$ cat src/rtl/packet_frame_ctrl.sv
`timescale 1ns/1ps
// Framing sequencer: tracks STP/SDP..END, streams payload to the buffer,
// commits or discards each packet and publishes a one-deep descriptor.
module packet_frame_ctrl #(
    parameter int LEN_W    = 13,
    parameter int MIN_TLP  = 18,
    parameter int MAX_TLP  = 4112,
    parameter int DLLP_LEN = 6,
    parameter int ERR_W    = 8
) (
    input  logic             clk,
    input  logic             rst_n,
    input  logic             in_valid,
    input  logic [2:0]       in_type,
    input  logic [7:0]       in_data,
    input  logic [1:0]       ctx_next,
    output logic [1:0]       ctx_q,
    output logic             buf_wr_en,
    output logic [7:0]       buf_wr_data,
    output logic             buf_commit,
    output logic             buf_discard,
    output logic             pkt_valid,
    input  logic             pkt_ready,
    output logic             pkt_is_tlp,
    output logic [LEN_W-1:0] pkt_len,
    output logic             err_pulse,
    output logic [ERR_W-1:0] err_cnt
);

    localparam logic [2:0] T_DATA = 3'b000;
    localparam logic [2:0] T_STP  = 3'b001;
    localparam logic [2:0] T_TEND = 3'b010;
    localparam logic [2:0] T_SDP  = 3'b011;
    localparam logic [2:0] T_DEND = 3'b100;
    localparam logic [2:0] T_EDB  = 3'b101;
    localparam logic [2:0] T_NV   = 3'b111;

    typedef enum logic [1:0] {S_IDLE, S_TLP, S_DLLP, S_DROP} state_e;

    state_e            state_q, state_d;
    logic [LEN_W-1:0]  len_q, len_d, len_inc;
    logic              act, wr_d, cmt_req, dis_req, err_req;
    logic              blocked, cmt_ok, dis_d, err_d;

    assign act     = in_valid && (in_type != T_NV);
    assign len_inc = len_q + 1'b1;
    assign blocked = pkt_valid && !pkt_ready;
    assign cmt_ok  = cmt_req && !blocked;
    // A good packet that cannot be published is rolled back as an error
    assign dis_d   = dis_req || (cmt_req && blocked);
    assign err_d   = err_req || (cmt_req && blocked);

    always_comb begin
        state_d = state_q;
        len_d   = len_q;
        wr_d    = 1'b0;
        cmt_req = 1'b0;
        dis_req = 1'b0;
        err_req = 1'b0;
        if (act) begin
            if (in_type == T_STP || in_type == T_SDP) begin
                if (state_q == S_TLP || state_q == S_DLLP) begin
                    dis_req = 1'b1;
                    err_req = 1'b1;
                end
                state_d = (in_type == T_STP) ? S_TLP : S_DLLP;
                len_d   = '0;
            end else begin
                unique case (state_q)
                    S_IDLE: begin
                        if (in_type != T_DATA) err_req = 1'b1;
                    end
                    S_TLP: begin
                        if (in_type == T_DATA) begin
                            wr_d  = 1'b1;
                            len_d = len_inc;
                            if (len_inc == LEN_W'(MAX_TLP)) begin
                                dis_req = 1'b1;
                                err_req = 1'b1;
                                state_d = S_DROP;
                            end
                        end else begin
                            state_d = S_IDLE;
                            if (in_type == T_TEND && len_q >= LEN_W'(MIN_TLP))
                                cmt_req = 1'b1;
                            else begin
                                dis_req = 1'b1;
                                err_req = (in_type != T_EDB);
                            end
                        end
                    end
                    S_DLLP: begin
                        if (in_type == T_DATA) begin
                            wr_d  = 1'b1;
                            len_d = len_inc;
                            if (len_inc > LEN_W'(DLLP_LEN)) begin
                                dis_req = 1'b1;
                                err_req = 1'b1;
                                state_d = S_DROP;
                            end
                        end else begin
                            state_d = S_IDLE;
                            if (in_type == T_DEND && len_q == LEN_W'(DLLP_LEN))
                                cmt_req = 1'b1;
                            else begin
                                dis_req = 1'b1;
                                err_req = 1'b1;
                            end
                        end
                    end
                    S_DROP: begin
                        if (in_type != T_DATA) state_d = S_IDLE;
                    end
                    default: state_d = S_IDLE;
                endcase
            end
        end
    end

    always_ff @(posedge clk or negedge rst_n) begin
        if (!rst_n) begin
            state_q     <= S_IDLE;
            len_q       <= '0;
            ctx_q       <= 2'b00;
            buf_wr_en   <= 1'b0;
            buf_wr_data <= 8'h00;
            buf_commit  <= 1'b0;
            buf_discard <= 1'b0;
            pkt_valid   <= 1'b0;
            pkt_is_tlp  <= 1'b0;
            pkt_len     <= '0;
            err_pulse   <= 1'b0;
            err_cnt     <= '0;
        end else begin
            if (act) ctx_q <= ctx_next;
            state_q     <= state_d;
            len_q       <= len_d;
            buf_wr_en   <= wr_d;
            if (wr_d) buf_wr_data <= in_data;
            buf_commit  <= cmt_ok;
            buf_discard <= dis_d;
            err_pulse   <= err_d;
            if (err_d && err_cnt != '1) err_cnt <= err_cnt + 1'b1;
            if (cmt_ok) begin
                pkt_valid  <= 1'b1;
                pkt_is_tlp <= (state_q == S_TLP);
                pkt_len    <= len_q;
            end else if (pkt_ready) begin
                pkt_valid  <= 1'b0;
            end
        end
    end

endmodule

$ cat config.mk
export PLATFORM = sky130hd
export DESIGN_NAME = packet_frame_ctrl
export DESIGN_NICKNAME = d
export VERILOG_FILES = /design/src/rtl/packet_frame_ctrl.sv
export SDC_FILE = /design/constraint.sdc
export NUM_CORES = 1
export LEC_CHECK = 0
export CAP_MARGIN = 0
export CORE_MARGIN = 4
export CORE_UTILIZATION = 55
export CTS_BUF_LIST = sky130_fd_sc_hd__clkbuf_2 sky130_fd_sc_hd__clkbuf_4 sky130_fd_sc_hd__clkbuf_8
export DETAILED_ROUTE_END_ITERATION = 6
export DONT_BUFFER_PORTS = 1
export HOLD_SLACK_MARGIN = 0.12
export PLACE_DENSITY = 0.7
export SLEW_MARGIN = 0
export SYNTH_ARGS = -nofsm -noshare
export SYNTH_HDL_FRONTEND = slang
export SYNTH_SLANG_ARGS = --single-unit
$ cat constraint.sdc
create_clock -name clk -period 8.06 [get_ports clk]
set_input_delay 1.209 -clock clk [delete_from_list [all_inputs] [get_ports clk]]
set_output_delay 1.209 -clock clk [all_outputs]
set_load 0.01 [all_outputs]
==> metrics.csv <==
stage;metric;value;unit
status;status;complete, no violations;
sta;slew_headroom;0.3276;
synthesis;netlist-cell-type-count;49;
synthesis;synth_area;2810;um2
setup_path;rr_worst_depth;9;
sta;fin_setup_tns;0;ns
sta;finalCriticalPeriod;3.564;ns
synthesis;synth_cells;289;
cells_and_area;diodes;0;
synthesis;yosys_warnings;0;
clocking;path_clk_slew;0.09;ns
clocking;clk_latency;0.30;ns
cells_and_area;final_cells;349;
worst_hold_path;hold_start;buf_wr_data[2];
synthesis;synth_fp_nets;314;
synthesis;ys.flop_type;dfrtp_1;
cells_and_area;finalNetCount;306;
flow_run;drv_cap;0;
synthesis;ys_seq_area_frac;0.4630;
sta;layout_setup_ws;4.496;ns
cells_and_area;final_cell_mix;52 x dfrtp_1, 43 x nand2_1, 23 x o21ai_0;
worst_hold_path;hold_class;reg -> reg;
route;routed_via_density;5.989;
pwr;comb_power_share;0.249;
sta;rsz0062_at_grt;no;
cells_and_area;layout_commonest_cell;dfrtp_1;
pwr;ir_worst_vdd;0.0002200;V
grt;grt_pass1_vias;2040;
clocking;cts.sinks;52;
setup_path;cp.required;8.25;ns
setup_path;arrival;3.75;ns
die;pin_count;54;
cells_and_area;drive_above_1_share;0.1418;
route;drc;0;
clocking;postCtsSetupRepairBufs;0;
setup_path;end_kind;register;
grt;grt_pass1_wl;9922;um
grt;gr-max-usage-layer;met2;
route;vias;2090;
pwr;p_sw;0.0002499;W
setup_path;cp-start-kind;primary input;
setup_path;r2r-start;len_q[1];
clocking;cts_buffers;5;
cells_and_area;area_growth;5.031;%
sta;fin_crit_sh;0.4422;
clocking;cts_tree;built;
grt;gr-usage-all-layers;0.1988;
die;die_w;79.48;um
placement;io_buffers;0;
sta;fmaxAchievable;0.2806;GHz
route;wire_per_inst;16.70;um
sta;worst_pin_slew;1.001;ns
placement;dp_hpwl;4139;um
cells_and_area;final_area;2952;um2
die;start_util;0.5796;
die;core_area;4848;um2
setup_path;reg2reg_to;err_cnt[1];
grt;grt_max_degree;53;
setup_path;ff2ff_setup_slack;4.82;ns
route;dr.pass1.iters;4;
placement;place_ws;4.195;ns
clocking;clk_path_buf_depth;2;
setup_path;cp-startpoint;in_valid;
pwr;switching_share;0.3410;
setup_path;worstPathMaxFanout;27;
die;fp.dieH;79.48;um
route;wirelength;5830;um
clocking;htree_levels;2;
cells_and_area;fill_cells;408;
pwr;pwr-share-clk;0.241;
pwr;p_seq_frac;0.510;
pwr;p_leak;1.330;nW
placement;routabilityCongestion;0.8263;
placement;postPlaceCellArea;2840;um2
sta;hold_viol_final;0;
synthesis;ys_ff_latch;52;
grt;grt-ovfl-total;0;
clocking;cts-resized-gates;0;
sta;setup_viol;0;
sta;finalMaxSlewViolations;0;
route;first_iter_violations;207;
synthesis;synth_edf_count;0;
synthesis;synth.avg_cell_area;9.724;um2
pwr;p_int;0.0004830;W
sta;clock_skew;0.007060;ns
grt;antenna_found_initial;0;
die;num_rows;25;
pwr;power;0.0007329;W
setup_path;endpoint;len_q[9];
route;ant_nets;0;
pwr;power.density;248.3;nW/um2
clocking;clock-root-buffer;clkbuf_8;
synthesis;synth-async-reset-ratio;1.000;
clocking;hold_buffers;0;
placement;dpl.cell_count;341;
grt;met2_usage;0.3114;
grt;grtUsageMet1;0.2715;
die;dieArea;6317;um2
setup_path;worstSetupPathType;in -> reg;
grt;use_met3;0.05643;
## per-layer routing
metal	vias to the layer above	routed length, um	part of all wire
met1	1013	2680	0.46
met2	65	2661	0.46
met4	0	57	0.0098
met5	-	0	0
met3	5	431	0.074
li1	1007	-	-
## cells by family after synthesis
group | Yosys count | share of synthesized area
AND/OR/NAND/NOR | 119 | 0.2164
buffers and inverters | 26 | 0.03962
flip-flops | 52 | 0.4630
adder cells (fa/ha/maj) | 9 | 0.03918
AO/OA/AOI/OAI | 54 | 0.1336
XOR/XNOR | 10 | 0.03117
multiplexers | 19 | 0.07702
## flip-flops by register name, indices dropped and copies added (netlist names), 2 cells and up
signal	count
buf_wr_data	8
ctx_q	2
err_cnt	8
len_q	13
pkt_len	13
state_q	2
## metrics by stage
step,hold slack [ns],utilization
2_1_floorplan,0.5018,-
3_3_place_gp,0.5379,0.5858
3_5_place_dp,0.5378,0.5858
4_1_cts,0.5646,0.6088
5_1_grt,0.5701,0.6088
6_report,0.5596,0.6088
## power by group through the flow
stage               Combinational, W  Clock [W]  Sequential (W)
floorplan                   0.000152          0        0.000365
global placement            0.000177          0        0.000378
detailed placement          0.000184          0        0.000378
CTS                         0.000184   0.000182        0.000374
global route                0.000207   0.000193        0.000381
finish                      0.000183   0.000177        0.000373
## worst max-delay path, cell delays in order
cell and delay [ns]:
inv_1 0.05, a31oi_1 0.04, buf_4 0.18, nand3_1 0.72
inv_1 0.48, a21oi_1 0.74, o21ai_0 0.22, o31ai_1 0.11
## layout make-up
class	count	area, um2	share of cell area
multi-input combinational	211	1406	0.4765
sequential	52	1301	0.4409
tap	67	83.83	0.02840
clock buffer	5	68.82	0.02331
clock inverter	3	42.54	0.01441
inverter	9	33.78	0.01145
timing repair buffer	2	15.01	0.005087
## worst min-delay path by stage
| stage | end | cells after the start |
|---|---|---|
| floorplan | len_q[12] | 1 |
| global placement | buf_wr_data[4] | 2 |
| detailed placement | buf_wr_data[7] | 2 |
| CTS | buf_wr_data[2] | 2 |
| global route | len_q[5] | 0 |
| finish | buf_wr_data[2] | 2 |
## cell usage after synthesis (6+ instances only)
| cell type | count | share of area |
|---|---|---|
| and3_1 | 6 | 0.013 |
| clkbuf_1 | 12 | 0.016 |
| xor2_1 | 6 | 0.019 |
| inv_1 | 9 | 0.012 |
| nand4_1 | 9 | 0.020 |
| ha_1 | 8 | 0.036 |
| o21ai_0 | 23 | 0.041 |
| nand3_1 | 8 | 0.014 |
| nor3_1 | 9 | 0.016 |
| nor2_1 | 21 | 0.028 |
| dfrtp_1 | 52 | 0.46 |
| nand2_1 | 43 | 0.057 |
| mux2_2 | 17 | 0.068 |
(Power assumes the default switching activity.)
